File: config.mk
export PLATFORM = sky130hd
export DESIGN_NAME = mem_writeback_stage
export DESIGN_NICKNAME = d
export VERILOG_FILES = /design/src/rtl/mem_writeback_stage.sv
export SDC_FILE = /design/constraint.sdc
export NUM_CORES = 2
export LEC_CHECK = 0
export ABC_AREA = 1
export BUFFER_PORTS_ARGS = -buffer_cell sky130_fd_sc_hd__buf_2
export CORE_MARGIN = 10
export CORE_UTILIZATION = 45
export CTS_BUF_LIST = sky130_fd_sc_hd__clkbuf_16
export CTS_CLUSTER_DIAMETER = 40
export DETAILED_ROUTE_END_ITERATION = 12
export GPL_ROUTABILITY_DRIVEN = 0
export SETUP_SLACK_MARGIN = 0.5
export SKIP_CTS_REPAIR_TIMING = 1
export SYNTH_ARGS = -nofsm -noshare
export SYNTH_HDL_FRONTEND = slang
export SYNTH_SLANG_ARGS = --single-unit
File: constraint.sdc
create_clock -name clk -period 5.27 [get_ports clk]
set_input_delay 0.527 -clock clk [delete_from_list [all_inputs] [get_ports clk]]
set_output_delay 0.527 -clock clk [all_outputs]
set_load 0.05 [all_outputs]
File: src/rtl/mem_writeback_stage.sv
// MEM and MEM/WB stage: word-addressed data RAM with a post-reset clear sequence,
// the MEM/WB pipeline buffer with stall/flush, and an optional LED register (MMIO_LED_EN).
module mem_writeback_stage #(
    parameter int DATA_WIDTH     = 32,
    parameter int ADDR_WIDTH     = 6,
    parameter int REG_ADDR_WIDTH = 5,
    parameter int LED_WIDTH      = 8
) (
    input  logic                      clk,
    input  logic                      reset,
    input  logic [1:0]                writeBackControlIn,
    input  logic [2:0]                memAccessControlIn,
    input  logic [DATA_WIDTH-1:0]     result,
    input  logic [DATA_WIDTH-1:0]     writeData,
    input  logic [REG_ADDR_WIDTH-1:0] rdIn,
    input  logic                      stall,
    input  logic                      flush,
    output logic                      busy,
    output logic                      memWbRegWrite,
    output logic [REG_ADDR_WIDTH-1:0] memWbRd,
    output logic [DATA_WIDTH-1:0]     memWbData,
    output logic [LED_WIDTH-1:0]      led
);

    localparam int DEPTH = 2 ** ADDR_WIDTH;

    typedef enum logic {CLEAR, RUN} stateT;

    stateT                    stateReg, stateNext;
    logic [ADDR_WIDTH-1:0]    clearCntReg, clearCntNext;
    logic [DATA_WIDTH-1:0]    ram [DEPTH];

    logic                     regWrite, memToReg, memWrite;
    logic [ADDR_WIDTH-1:0]    addr;
    logic [DATA_WIDTH-1:0]    readWord;
    logic                     isLedAddr, clearIsTop;

    logic                     ramWe;
    logic [ADDR_WIDTH-1:0]    ramWAddr;
    logic [DATA_WIDTH-1:0]    ramWData;

    logic                     memWbRegWriteReg;
    logic [REG_ADDR_WIDTH-1:0] memWbRdReg;
    logic [DATA_WIDTH-1:0]    memWbDataReg;

    // Byte-offset bits, high address bits, memRead and branch do not influence this stage.
    logic unusedBits;
    assign unusedBits = ^{result[DATA_WIDTH-1:ADDR_WIDTH+2], result[1:0],
                          memAccessControlIn[2], memAccessControlIn[0]};

    assign regWrite = writeBackControlIn[0];
    assign memToReg = writeBackControlIn[1];
    assign memWrite = memAccessControlIn[1];
    assign addr     = result[ADDR_WIDTH+1:2];
    assign busy     = (stateReg == CLEAR);

`ifdef MMIO_LED_EN
    logic [LED_WIDTH-1:0] ledReg;

    // The all-ones word address is the LED register; the RAM word behind it is never written.
    assign isLedAddr  = &addr;
    assign clearIsTop = &clearCntReg;
    assign readWord   = isLedAddr ? DATA_WIDTH'(ledReg) : ram[addr];
    assign led        = ledReg;

    always_ff @(posedge clk) begin
        if (reset) begin
            ledReg <= '0;
        end else if (stateReg == RUN && memWrite && !stall && isLedAddr) begin
            ledReg <= writeData[LED_WIDTH-1:0];
        end
    end
`else
    assign isLedAddr  = 1'b0;
    assign clearIsTop = 1'b0;
    assign readWord   = ram[addr];
    assign led        = {LED_WIDTH{1'b0}};
`endif

    always_ff @(posedge clk) begin
        if (reset) begin
            stateReg    <= CLEAR;
            clearCntReg <= '0;
        end else begin
            stateReg    <= stateNext;
            clearCntReg <= clearCntNext;
        end
    end

    always_comb begin
        stateNext    = stateReg;
        clearCntNext = clearCntReg;
        ramWe        = 1'b0;
        ramWAddr     = addr;
        ramWData     = writeData;
        case (stateReg)
            CLEAR: begin
                ramWe        = !clearIsTop;
                ramWAddr     = clearCntReg;
                ramWData     = '0;
                clearCntNext = clearCntReg + 1'b1;
                if (clearCntReg == {ADDR_WIDTH{1'b1}}) begin
                    stateNext = RUN;
                end
            end
            RUN: begin
                ramWe = memWrite && !stall && !isLedAddr;
            end
            default: begin
                stateNext = CLEAR;
            end
        endcase
    end

    // Single write port shared by the clear sequence and pipeline stores.
    always_ff @(posedge clk) begin
        if (ramWe && !reset) begin
            ram[ramWAddr] <= ramWData;
        end
    end

    // Flush takes priority over stall; the clear sequence only ever inserts bubbles.
    always_ff @(posedge clk) begin
        if (reset || stateReg == CLEAR || flush) begin
            memWbRegWriteReg <= 1'b0;
            memWbRdReg       <= '0;
            memWbDataReg     <= '0;
        end else if (!stall) begin
            memWbRegWriteReg <= regWrite && (rdIn != '0);
            memWbRdReg       <= rdIn;
            memWbDataReg     <= memToReg ? readWord : result;
        end
    end

    assign memWbRegWrite = memWbRegWriteReg;
    assign memWbRd       = memWbRdReg;
    assign memWbData     = memWbDataReg;

endmodule

**Word-level counts from Yosys, hierarchy flattened**

Memory sizes are Yosys's and may differ from the RTL's.
Cells that the tools add are included.

- Output and inout bits: 47
- RAM bits: 2048
- Memories kept: 1
- Input port bits: 78
- Register bits after elaboration: 45

- $add $sub $neg: 1
- Equal/unequal tests: 1
- Mux-type cells: 8
- Bitwise logic cells: 1
- Reduce and logical (&&, ||, !) cells: 8

Memory list:

| memory | words | bits a word | read ports | clocked after Yosys merged registers in | wr ports | RTL line | source |
|---|---|---|---|---|---|---|---|
| ram | 64 | 32 | 1 | 0 | 1 | 31 | `logic [DATA_WIDTH-1:0] ram [DEPTH];` |

Operators with widths:

| operator | count |
|---|---|
| 32-bit 2-to-1 mux | 2 |
| 6-bit by 1-bit adder with 6-bit output (second input constant) | 1 |
| 6-bit == test (second input constant) | 1 |
| 6-bit 2-to-1 mux | 1 |
| 5-bit nonzero test | 1 |
| 1-bit 2-to-1 mux | 4 |
| 1-bit logical AND | 3 |
| 1-bit logical NOT | 2 |
| 1-bit logical OR | 2 |
| 1-bit case mux with 2 select lines | 1 |
| 1-bit inverter | 1 |

**Logic depth before layout (Yosys ltp)**

- Depth in word-level cells: 6
- Gate-level depth with buffers: 15
- Mapped depth without buffers: 11

**Worst setup path after synthesis**

No wires, ideal clock.

- Kind: input to register
- Start: in result[2]
- End: mem ram[0][0] (enable)
- Cell stages on the path: 7
- Library setup time: 421 ps
- Buffers on the path: 4
- Arrival time: 2922 ps
- Path slack: 1927 ps
- Cells stage by stage: buf_6 > buf_6 > buf_6 > buf_4 > a21oi_4 > nand4_2 > nor2_1

- Word-level cells in the longest chain between the ends: 1

Ends and longest elaborated chain:

| what | RTL line | source |
|---|---|---|
| start: declaration | 13 | `input logic [DATA_WIDTH-1:0] result,` |
| 6-bit 2-to-1 mux | 96 | `case (stateReg)` |
| end: declaration | 31 |  |

Every way passes these cells.

**Worst setup path in the final report**

- Start: reg stateReg
- End: mem ram[7][28] (enable)

- Word-level cells in the longest chain between the ends: 5
- Elaborated cells on any way between the ends: 6

Ends and longest elaborated chain:

| what | RTL line | source |
|---|---|---|
| start: declaration | 29 | `stateT stateReg, stateNext;` |
| start signal: assignment | 85 | `stateReg <= stateNext;` |
| 1-bit inverter | n/a |  |
| 1-bit case mux with 2 select lines | 96 |  |
| 1-bit logical AND | 117 | `if (ramWe && !reset) begin` |
| 1-bit 2-to-1 mux | 117 |  |
| 1-bit 2-to-1 mux (implied by the code) | 118 | `ram[ramWAddr] <= ramWData;` |

Parallel ways exist; a longest one is shown, timed or not.

==> parameters.txt <==
Parameter                              Value

Worst setup path
  Internal reg-to-reg setup slack    1.71 ns
  Top cell family by delay on the critical path    simple AND/OR/NAND/NOR gates
  Top fanout value on the critical path    42
  WP data arrival    4.11 ns
  Required @ worst endpoint    5.82 ns
  Number of buffers and inverters on the critical path    3
  Worst path max stage delay    0.88 ns
  Ordered list of cells on the worst path    buf_4, o21ai_1, inv_1, nand4_2, nor2_4, buf_4
  Startpoint class of the critical path    flip-flop
  WS Path Type    flip-flop to flip-flop
  FF-to-FF Start    stateReg
  Reg-to-reg endpoint    ram[7][28]
  Number of cells on the worst reg-to-reg path    6
  CP max-delay cell    nor2_4
  Category of the worst setup path capture point    flip-flop
  Most common cell on crit path    buf_4

Placement
  Port Buffer Count    114
  Total half-perimeter wirelength after legalization and detailed placement    131 mm

Global routing
  Wire length of the first global-routing pass    359 mm
  Overall Global Routing Usage    0.234
  Number of global-route vias before repair    53,500
  Antenna violations before repair    11
  Pin count of the biggest net entering global routing    203
  GRT Residual Overflow    0

Min path
  Worst hold path stage count    5
  Tightest Hold Check Type    input pin to flip-flop
  Hold Crit Start    result[9]
  Worst Hold Endpoint    memWbData[9]

Synth
  Post-synthesis async set-or-reset flop share    0
  Primary FF master, synth    edfxtp_1
  Cell taking the most area after synthesis    edfxtp_1
  Count of warnings emitted by yosys    0
  Share of the synthesized area in the top cell type    0.726
  Synth top area cells    edfxtp_1, nand3_1, nand2_1
  Syn avg cell area    12.1 µm²
  Synthesized cell area    84,800 µm²
  Register bit total from synthesis    2,093
  Number of enable flip-flop cells after synthesis    2,048
  Seq/Total Area, Yosys    0.736
  Post-synthesis cell count    7,031
  Synth unique cells    32

Floorplanning
  Die Outline Area    206,000 µm²
  Overall die height    454 µm
  Initial cell density of the core    0.452
  Area of the core    188,000 µm²
  Overall die width    454 µm
  Number of top-level pins    125
  Num rows    159

CTS
  TritonCTS clock tree    done
  Num CTS Buffers    294
  Clock buffer depth    4
  Cell at the root of the clock tree    clkbuf_16
  Level count of the clock H-tree    5
  CTS sink cnt    2,093
  Post-CTS clock slew at the launch and capture registers of the worst setup and hold paths    0.05 ns
  Clock latency reported for the late side of the worst-skew pair    0.92 ns

STA
  Post-route fraction of the period consumed by the critical path    0.675
  Final number of setup-violating endpoints    0
  Maximum clock rate    281 MHz
  Normalized max-slew margin    0.180
  Post-Route Skew    0.0522 ns
  Hold Violations, Final    1
  Worst Hold Margin    -0.0264 ns
  Setup repair after global routing missed its margin    no
  Time the worst path needs with I/O delays and setup    3.56 ns
  Transition time at the pin with the least slew margin    1.23 ns
  Final count of pins violating max slew    0
  Setup_tns    0 ns

Pwr
  Sw power    0.00863 W
  Combinational Power Share    0.046
  Leakage    35.9 nW
  Switching portion of total power    0.221
  Sequential share of power    0.463
  Power density over the cells    400 nW/µm²
  Internal power summed over all cells    0.0304 W
  Worst-case vdd ir drop    0.341 mV
  Clock power share    0.491

Detailed routing
  Via Count    56,000
  Detail-routed via count per cell    5.67
  First-pass iteration count of the detailed router    8
  Iteration-0 DRC count of the detailed router    6,717
  Number of routed nets with antenna violations    0
  Average wire length per cell after detail routing    25.1 µm
  Post-detailed-routing wire length    248 mm
  Post-detailed-route DRC marker count    0

Layout
  Net count reported at finish    7,257
  Fill cell total of the finished layout    15,700
  Final cell utilization of the core    0.521
  Area growth, synth to finish    15.3%
  Proportion of layout cells with a drive suffix above 1    0.116

Status
  Status    finished, violations left
  Violated checks    negative hold slack

Flow run
  Max-capacitance violation count    0
[metal layers]
| metal | GRT usage | vias up | wire (µm) |
|---|---|---|---|
| li1 | - | 25300 | - |
| met1 | 0.311 | 27700 | 99500 |
| met2 | 0.377 | 2480 | 118000 |
| met3 | 0.0413 | 497 | 20000 |
| met4 | 0.0998 | 6 | 10900 |
| met5 | 0 | - | 36 |
[registers in the layout, indices dropped and copies added (netlist names)]
signal and flops:
stateReg 1, clearCntReg 6, memWbRegWrite 1, memWbData 32, ram 2048, memWbRd 5
[power groups by stage]
| stage | clock network, W | registers [W] | logic (W) |
|---|---|---|---|
| 2_1_floorplan | 0 | 0.0184 | 0.00115 |
| 3_3_place_gp | 0 | 0.0184 | 0.00174 |
| 3_5_place_dp | 0 | 0.0184 | 0.00176 |
| 4_1_cts | 0.0194 | 0.0181 | 0.00176 |
| 5_1_grt | 0.0201 | 0.0181 | 0.00193 |
| 6_report | 0.0192 | 0.0181 | 0.00180 |
[worst max path at each step]
| stage | start | end | slack (ns) | cells after the start |
|---|---|---|---|---|
| 2_1_floorplan | result[2] | ram[0][0] | 1.93 | 7 |
| 3_3_place_gp | result[3] | ram[7][29] | 1.33 | 8 |
| 3_5_place_dp | result[3] | ram[7][28] | 1.29 | 8 |
| 4_1_cts | stateReg | ram[7][28] | 1.72 | 6 |
| 5_1_grt | stateReg | ram[7][28] | 1.49 | 6 |
| 6_report | stateReg | ram[7][28] | 1.71 | 6 |
[layout by cell type, fill, tap and decap left out, types with 2 or more instances in the layout]
cell	Yosys	layout
a21oi_1	66	66
a21oi_2	9	9
and3_1	2	2
buf_12	1	31
buf_2	220	110
buf_4	91	144
buf_8	1	3
bufinv_16	0	32
clkbuf_16	0	298
clkinv_1	2	39
clkinv_2	0	31
clkinv_4	0	16
clkinv_8	0	2
clkinvlp_4	0	33
conb_1	1	8
dfxtp_1	45	44
diode_2	0	4
dlygate4sd3_1	0	30
edfxtp_1	2048	2048
inv_1	79	75
inv_2	5	36
inv_6	1	20
inv_8	0	12
nand2_1	2093	2093
nand3_1	1761	1761
nand4_2	8	8
nor2_1	230	165
nor2_4	0	64
nor3_1	3	3
o211ai_1	15	15
o21ai_0	134	134
o21ai_1	13	13
o22ai_1	34	34
or2_2	2	2
[layout make-up]
| cell class | instances | area [µm²] | share of cell area |
|---|---|---|---|
| diodes | 4 | 10.0 | 0.000102 |
| clock buffers | 298 | 7460 | 0.0763 |
| clock inverters | 210 | 2070 | 0.0211 |
| inverters | 87 | 373 | 0.00381 |
| multi-input cells | 4383 | 19700 | 0.202 |
| flip-flops and latches | 2093 | 62400 | 0.638 |
| well taps | 2495 | 3120 | 0.0319 |
| repair buffers | 319 | 2610 | 0.0267 |
[cell families after synthesis]
group,Yosys count,synth area share
adders and majority gates,1,0.000148
DFF,2093,0.736
other,1,0.0000442
AOI/OAI and AO/OA,274,0.0177
buffers and inverters,562,0.0372
and+or+nand+nor,4100,0.209
[through the flow]
| step | cells | worst slack, ns | total power [W] | hold WS [ns] | area, µm² |
|---|---|---|---|---|---|
| global placement | 9347 | 1.33 | 0.0201 | 0.452 | 87900 |
| CTS | 9855 | 1.72 | 0.0392 | -0.132 | 97400 |
| global route | 9886 | 1.49 | 0.0401 | 0.00400 | 97800 |
| detailed placement | 9347 | 1.29 | 0.0202 | 0.463 | 87900 |
| floorplan | 7038 | 1.93 | 0.0196 | 0.449 | 84800 |
| finish | 9889 | 1.71 | 0.0391 | -0.0264 | 97800 |
[synth_stat cells, types with 3 or more instances]
master / count
nand2_1: 2093
edfxtp_1: 2048
nand3_1: 1761
nor2_1: 230
buf_2: 220
o21ai_0: 134
buf_4: 91
inv_1: 79
clkbuf_1: 72
a21oi_1: 66
buf_6: 52
dfxtp_1: 45
buf_1: 38
o22ai_1: 34
o211ai_1: 15
o21ai_1: 13
a21oi_2: 9
nand4_2: 8
inv_2: 5
nor3_1: 3
[worst reg2reg max path, cell delays in order, from the launching register on]
cell and delay, ns:
dfxtp_2 0.37, buf_4 0.47, o21ai_1 0.32, inv_1 0.24, nand4_2 0.59, nor2_4 0.88
buf_4 0.38
(Power assumes the default switching activity.)
